[src/rtl/serial_subtractor_if.sv]
// Handshake and operand/result bundle for the bit-serial subtractor.
// The requester drives the master side; the subtractor sits on the slave side.
interface serial_subtractor_if #(
    parameter int unsigned WIDTH = 8
) ();
    logic             start;
    logic [WIDTH-1:0] A;
    logic [WIDTH-1:0] B;
    logic             bin;
    logic             busy;
    logic             done;
    logic [WIDTH-1:0] diff;
    logic             borrow;

    modport master (
        output start, A, B, bin,
        input  busy, done, diff, borrow
    );

    modport slave (
        input  start, A, B, bin,
        output busy, done, diff, borrow
    );
endinterface

[src/rtl/serial_subtractor.sv]
// Bit-serial subtractor: diff = A - B - bin over WIDTH cycles, LSB first, with a
// start/done handshake. Each cycle is one full-subtract slice built from two half-subtracts.
module serial_subtractor #(
    parameter int unsigned WIDTH = 8
) (
    input logic                clk,
    input logic                rst,
    serial_subtractor_if.slave bus
);
    localparam int unsigned CntW = (WIDTH > 2) ? $clog2(WIDTH) : 1;
    localparam logic [CntW-1:0] LastBit = CntW'(WIDTH - 1);

    typedef enum logic [1:0] {
        StIdle,
        StRun,
        StDone
    } state_e;

    state_e           state_q;
    logic [WIDTH-1:0] a_q;
    logic [WIDTH-1:0] b_q;
    logic [WIDTH-1:0] res_q;
    logic [CntW-1:0]  cnt_q;
    logic             br_q;
    logic             busy_q;
    logic             done_q;
    logic [WIDTH-1:0] diff_q;
    logic             borrow_q;

    logic             hs1_d;
    logic             hs1_b;
    logic             hs2_d;
    logic             hs2_b;
    logic             br_next;
    logic [WIDTH-1:0] res_next;

    // First half-subtract handles a - b, the second folds in the stored borrow.
    always_comb begin
        hs1_d    = a_q[0] ^ b_q[0];
        hs1_b    = ~a_q[0] & b_q[0];
        hs2_d    = hs1_d ^ br_q;
        hs2_b    = ~hs1_d & br_q;
        br_next  = hs1_b | hs2_b;
        res_next = {hs2_d, res_q[WIDTH-1:1]};
    end

    always_ff @(posedge clk or posedge rst) begin
        if (rst) begin
            state_q  <= StIdle;
            a_q      <= '0;
            b_q      <= '0;
            res_q    <= '0;
            cnt_q    <= '0;
            br_q     <= 1'b0;
            busy_q   <= 1'b0;
            done_q   <= 1'b0;
            diff_q   <= '0;
            borrow_q <= 1'b0;
        end else begin
            case (state_q)
                StIdle: begin
                    if (bus.start) begin
                        a_q     <= bus.A;
                        b_q     <= bus.B;
                        br_q    <= bus.bin;
                        cnt_q   <= '0;
                        busy_q  <= 1'b1;
                        state_q <= StRun;
                    end
                end
                StRun: begin
                    a_q   <= a_q >> 1;
                    b_q   <= b_q >> 1;
                    res_q <= res_next;
                    br_q  <= br_next;
                    cnt_q <= cnt_q + CntW'(1);
                    if (cnt_q == LastBit) begin
                        diff_q   <= res_next;
                        borrow_q <= br_next;
                        done_q   <= 1'b1;
                        state_q  <= StDone;
                    end
                end
                StDone: begin
                    done_q  <= 1'b0;
                    busy_q  <= 1'b0;
                    state_q <= StIdle;
                end
                default: begin
                    done_q  <= 1'b0;
                    busy_q  <= 1'b0;
                    state_q <= StIdle;
                end
            endcase
        end
    end

    assign bus.busy   = busy_q;
    assign bus.done   = done_q;
    assign bus.diff   = diff_q;
    assign bus.borrow = borrow_q;
endmodule
[src/flat_wrapper.sv]
// flat-port wrapper written by rule: the top's interface ports become plain ports
module serial_subtractor_flat 
#(
    parameter int unsigned WIDTH = 8
)
  (clk, rst, bus_start, bus_A, bus_B, bus_bin, bus_busy, bus_done, bus_diff, bus_borrow);
  serial_subtractor_if #(.WIDTH(WIDTH)) bus_i ();
  input logic clk;
  input logic rst;
  input wire logic [$bits(bus_i.start)-1:0] bus_start;
  input wire logic [$bits(bus_i.A)-1:0] bus_A;
  input wire logic [$bits(bus_i.B)-1:0] bus_B;
  input wire logic [$bits(bus_i.bin)-1:0] bus_bin;
  output wire logic [$bits(bus_i.busy)-1:0] bus_busy;
  output wire logic [$bits(bus_i.done)-1:0] bus_done;
  output wire logic [$bits(bus_i.diff)-1:0] bus_diff;
  output wire logic [$bits(bus_i.borrow)-1:0] bus_borrow;
  assign bus_i.start = bus_start;
  assign bus_i.A = bus_A;
  assign bus_i.B = bus_B;
  assign bus_i.bin = bus_bin;
  assign bus_busy = bus_i.busy;
  assign bus_done = bus_i.done;
  assign bus_diff = bus_i.diff;
  assign bus_borrow = bus_i.borrow;
  serial_subtractor #(.WIDTH(WIDTH)) u_core (.clk(clk), .rst(rst), .bus(bus_i));
endmodule
[config.mk]
export PLATFORM = sky130hd
export DESIGN_NAME = serial_subtractor_flat
export DESIGN_NICKNAME = d
export VERILOG_FILES = /design/src/rtl/serial_subtractor_if.sv /design/src/rtl/serial_subtractor.sv /design/src/flat_wrapper.sv
export SDC_FILE = /design/constraint.sdc
export NUM_CORES = 1
export LEC_CHECK = 0
export CELL_PAD_IN_SITES_DETAIL_PLACEMENT = 1
export CELL_PAD_IN_SITES_GLOBAL_PLACEMENT = 1
export CORE_ASPECT_RATIO = 0.75
export CORE_UTILIZATION = 40
export DETAILED_ROUTE_END_ITERATION = 6
export MAX_ROUTING_LAYER = met4
export PLACE_DENSITY = 0.81
export SYNTH_ARGS = -nofsm -noshare
export SYNTH_HDL_FRONTEND = slang
export SYNTH_SLANG_ARGS = --single-unit
[constraint.sdc]
create_clock -name clk -period 3.6 [get_ports clk]
set_input_delay 0.72 -clock clk [delete_from_list [all_inputs] [get_ports clk]]
set_output_delay 0.72 -clock clk [all_outputs]
set_load 0.01 [all_outputs]
==> metrics.csv <==
stage,metric,value,unit
synthesis,ys_ff_latch,40,
routing,vias,1250,
power,irDropWorstVdd,0.000325,V
min_path,worstHoldEndpoint,u_core.bus.diff[2],
grt,grt_pass1_vias,1310,
floorplan,die_w,81.9,µm
routing,route.detailed.drc,0,
sta,grt_setup_unrepaired,no,
synthesis,synth_edf_count,0,
power,power.density,841,mW/mm²
synthesis,syn_nets,172,
worst_setup_path,r2r_start,u_core.state_q[1],
min_path,holdPathStages,1,
synthesis,yosysMostFrequentCell,dfrtp_1,
routing,detail-route-antenna-nets,0,
routing,avgRoutedWirePerCell,17.2,µm
min_path,hp-start,u_core.bus.diff[2],
sta,tightest_slew,1.16,ns
synthesis,synth_cell_types,24,
worst_setup_path,setup.worst_path.start_class,primary input,
routing,drtIter0Drc,54,
synthesis,ys.warnings.count,0,
clocking,cts-root-buf,clkbuf_8,
placement,dpl_cell_area,0.00220,mm²
synthesis,ys.flop_type,dfrtp_1,
clocking,insertion_delay,0.29,ns
worst_setup_path,required,3.74,ns
grt,grt_pass1_wl,6580,µm
final_layout,fill_cells,474,
worst_setup_path,r2r-end,u_core.bus.diff[4],
clocking,cts.clk_slew.worst_paths,0.07,ns
job,maxCapViolations,0,
clocking,cts_resized,0,
grt,antenna_found_initial,0,
placement,gp_congestion,0.670,
worst_setup_path,arrival,2.16,ns
synthesis,async_reset_ff_share,100,%
worst_setup_path,crit_fanout,20,
floorplan,rows,21,
final_layout,areaGrowthSynthToFinish,19.5,%
sta,slew-limit-headroom,22.4,%
final_layout,drive_gt1_share,15.3,%
placement,place_hpwl,2630,µm
synthesis,netlist.top_cell.by_area,dfrtp_1,
synthesis,synth.top_cell.area_share,52.3,%
placement,port_buffers,30,
routing,dr.pass1.iters,4,
sta,finalCritPeriodShare,56.1,%
power,leakagePower,1.02,nW
worst_setup_path,r2r_slack,1.58,ns
synthesis,synth_area,0.00191,mm²
clocking,h-tree-depth,2,
clocking,clock_sink_count,40,
floorplan,die-area,0.00507,mm²
final_layout,nets,198,
synthesis,seq_area_frac_synth,52.3,%
synthesis,synth_common_cells,"40 x dfrtp_1, 19 x inv_1, 15 x nor4b_1, 14 x nor3b_1, 13 x a211oi_1",
min_path,hold_class,register to register,
worst_setup_path,crit_path_end_kind,register,
sta,fin_skew,0.00562,ns
sta,setup_viol,0,
synthesis,syn_area_per_cell,12.8,µm²
sta,fin_crit,2.02,ns
worst_setup_path,cp_slowest_stage_delay,0.71,ns
sta,setup_tns,0,ns
floorplan,die_height,61.9,µm
grt,grt_max_degree,41,
synthesis,yosys-top-cells-area,"dfrtp_1 52%, nor4b_1 6.9%, mux2_4 6.3%",
floorplan,core-area,0.00452,mm²
run_status,status,"complete, no violations",
clocking,cts_setup_buffers,0,
worst_setup_path,path_cells,"clkdlybuf4s50_1, o21bai_4, a221oi_1",
floorplan,ioPinCount,31,
floorplan,initial_utilization,42.3,%
worst_setup_path,rr_worst_depth,2,
clocking,cts_buffers,5,
final_layout,antennaDiodeCount,0,
routing,detail_route.wirelength,4000,µm
grt,grt_overflow,0,
synthesis,syn_inst,149,
worst_setup_path,cp_slowest_cell,clkdlybuf4s50_1,
clocking,cts_tree,yes,
final_layout,fin_area,0.00229,mm²
routing,viasPerCell,5.36,
clocking,cts-hold-fix-buffers,0,
sta,timing.fmax,0.495,GHz
clocking,clockBufferDepth,2,
sta,drv_slew,0,
grt,grt_use_total,19.1,%
sta,hold_violations,0,
worst_setup_path,criticalPathCategory,primary input to register,
==> area by class of cell <==
type | instances | area [µm²] | area share [%]
flip-flops and latches | 40 | 1000 | 43.8
multi-input cells | 77 | 737 | 32.2
repair buffers | 32 | 315 | 13.8
clock buffers | 8 | 90.1 | 3.94
inverters | 19 | 71.3 | 3.12
well taps | 57 | 71.3 | 3.12
==> flip-flops by register name, summed over array words and instances (netlist names) <==
name / flops
u_core.cnt_q: 3
u_core.bus.diff: 8
u_core.bus.borrow: 1
u_core.bus.busy: 1
u_core.res_q: 7
u_core.b_q: 8
u_core.br_q: 1
u_core.bus.done: 1
u_core.state_q: 2
u_core.a_q: 8
==> layer usage <==
metal  routed length (µm)  part of all wire [%]  GRT usage (%)  up-vias
li1                     -                     -              -      581
met1                 1840                    46           24.1      642
met2                 1940                    49           28.7       22
met3                  137                   3.4           5.55        5
met4                   73                   1.8           8.27        0
met5                    0                     0              -        -
==> how the worst max path moves through the flow <==
stage	to	startpoint
floorplan	u_core.a_q[0]	rst
global placement	u_core.cnt_q[0]	bus_start
CTS	u_core.bus.diff[4]	u_core.state_q[1]
global route	u_core.br_q	bus_start
detailed placement	u_core.a_q[2]	bus_start
finish	u_core.a_q[2]	bus_start
==> kinds of logic (layout without fill, tap and decap cells) <==
logic type / after synthesis / after routing / synth area share, %
compound gates: 23 / 23 / 9.61
flops: 40 / 40 / 52.3
simple gates: 34 / 34 / 15.0
mux: 17 / 17 / 11.5
buf+inv: 32 / 59 / 9.16
fa+ha+maj: 3 / 3 / 2.35
==> critical path, delay by kind of cell <==
family / cells / cell delay, ns
compound gates: 2 / 0.73
buf+inv: 1 / 0.71
==> where the power goes <==
group / switching (mW) / leakage (nW) / internal (mW)
clock: 0.152 / 0.0455 / 0.156
sequential: 0.146 / 0.467 / 0.669
combinational: 0.349 / 0.507 / 0.451
==> through the flow <==
stage	hold WS, ns	util (%)	total power, mW	instances	worst slack, ns
after detailed placement	0.491	48.6	1.63	225	1.28
after global routing	0.524	50.6	2.06	233	1.41
after floorplan	0.470	-	1.38	149	1.96
after CTS	0.515	50.6	1.94	233	1.57
final	0.513	50.6	1.92	233	1.58
after global placement	0.477	48.6	1.56	225	1.38
==> placed cells by master, fill, tap and decap left out <==
| master | instances |
|---|---|
| buf_4 | 2 |
| or2b_1 | 1 |
| nor4b_1 | 15 |
| mux2i_1 | 1 |
| nor3b_1 | 14 |
| nor2_1 | 1 |
| clkbuf_8 | 6 |
| dfrtp_1 | 40 |
| fa_1 | 1 |
| a221oi_1 | 2 |
| nand2b_1 | 1 |
| nand3b_4 | 1 |
| o21bai_4 | 1 |
| nor2b_4 | 1 |
| a22o_1 | 4 |
| a21oi_1 | 3 |
| ha_1 | 2 |
| inv_1 | 19 |
| mux2_2 | 8 |
| clkbuf_1 | 2 |
| clkdlybuf4s50_1 | 30 |
| mux2_4 | 8 |
| a211oi_1 | 13 |
Note: power is estimated with default switching activity, not from simulation.
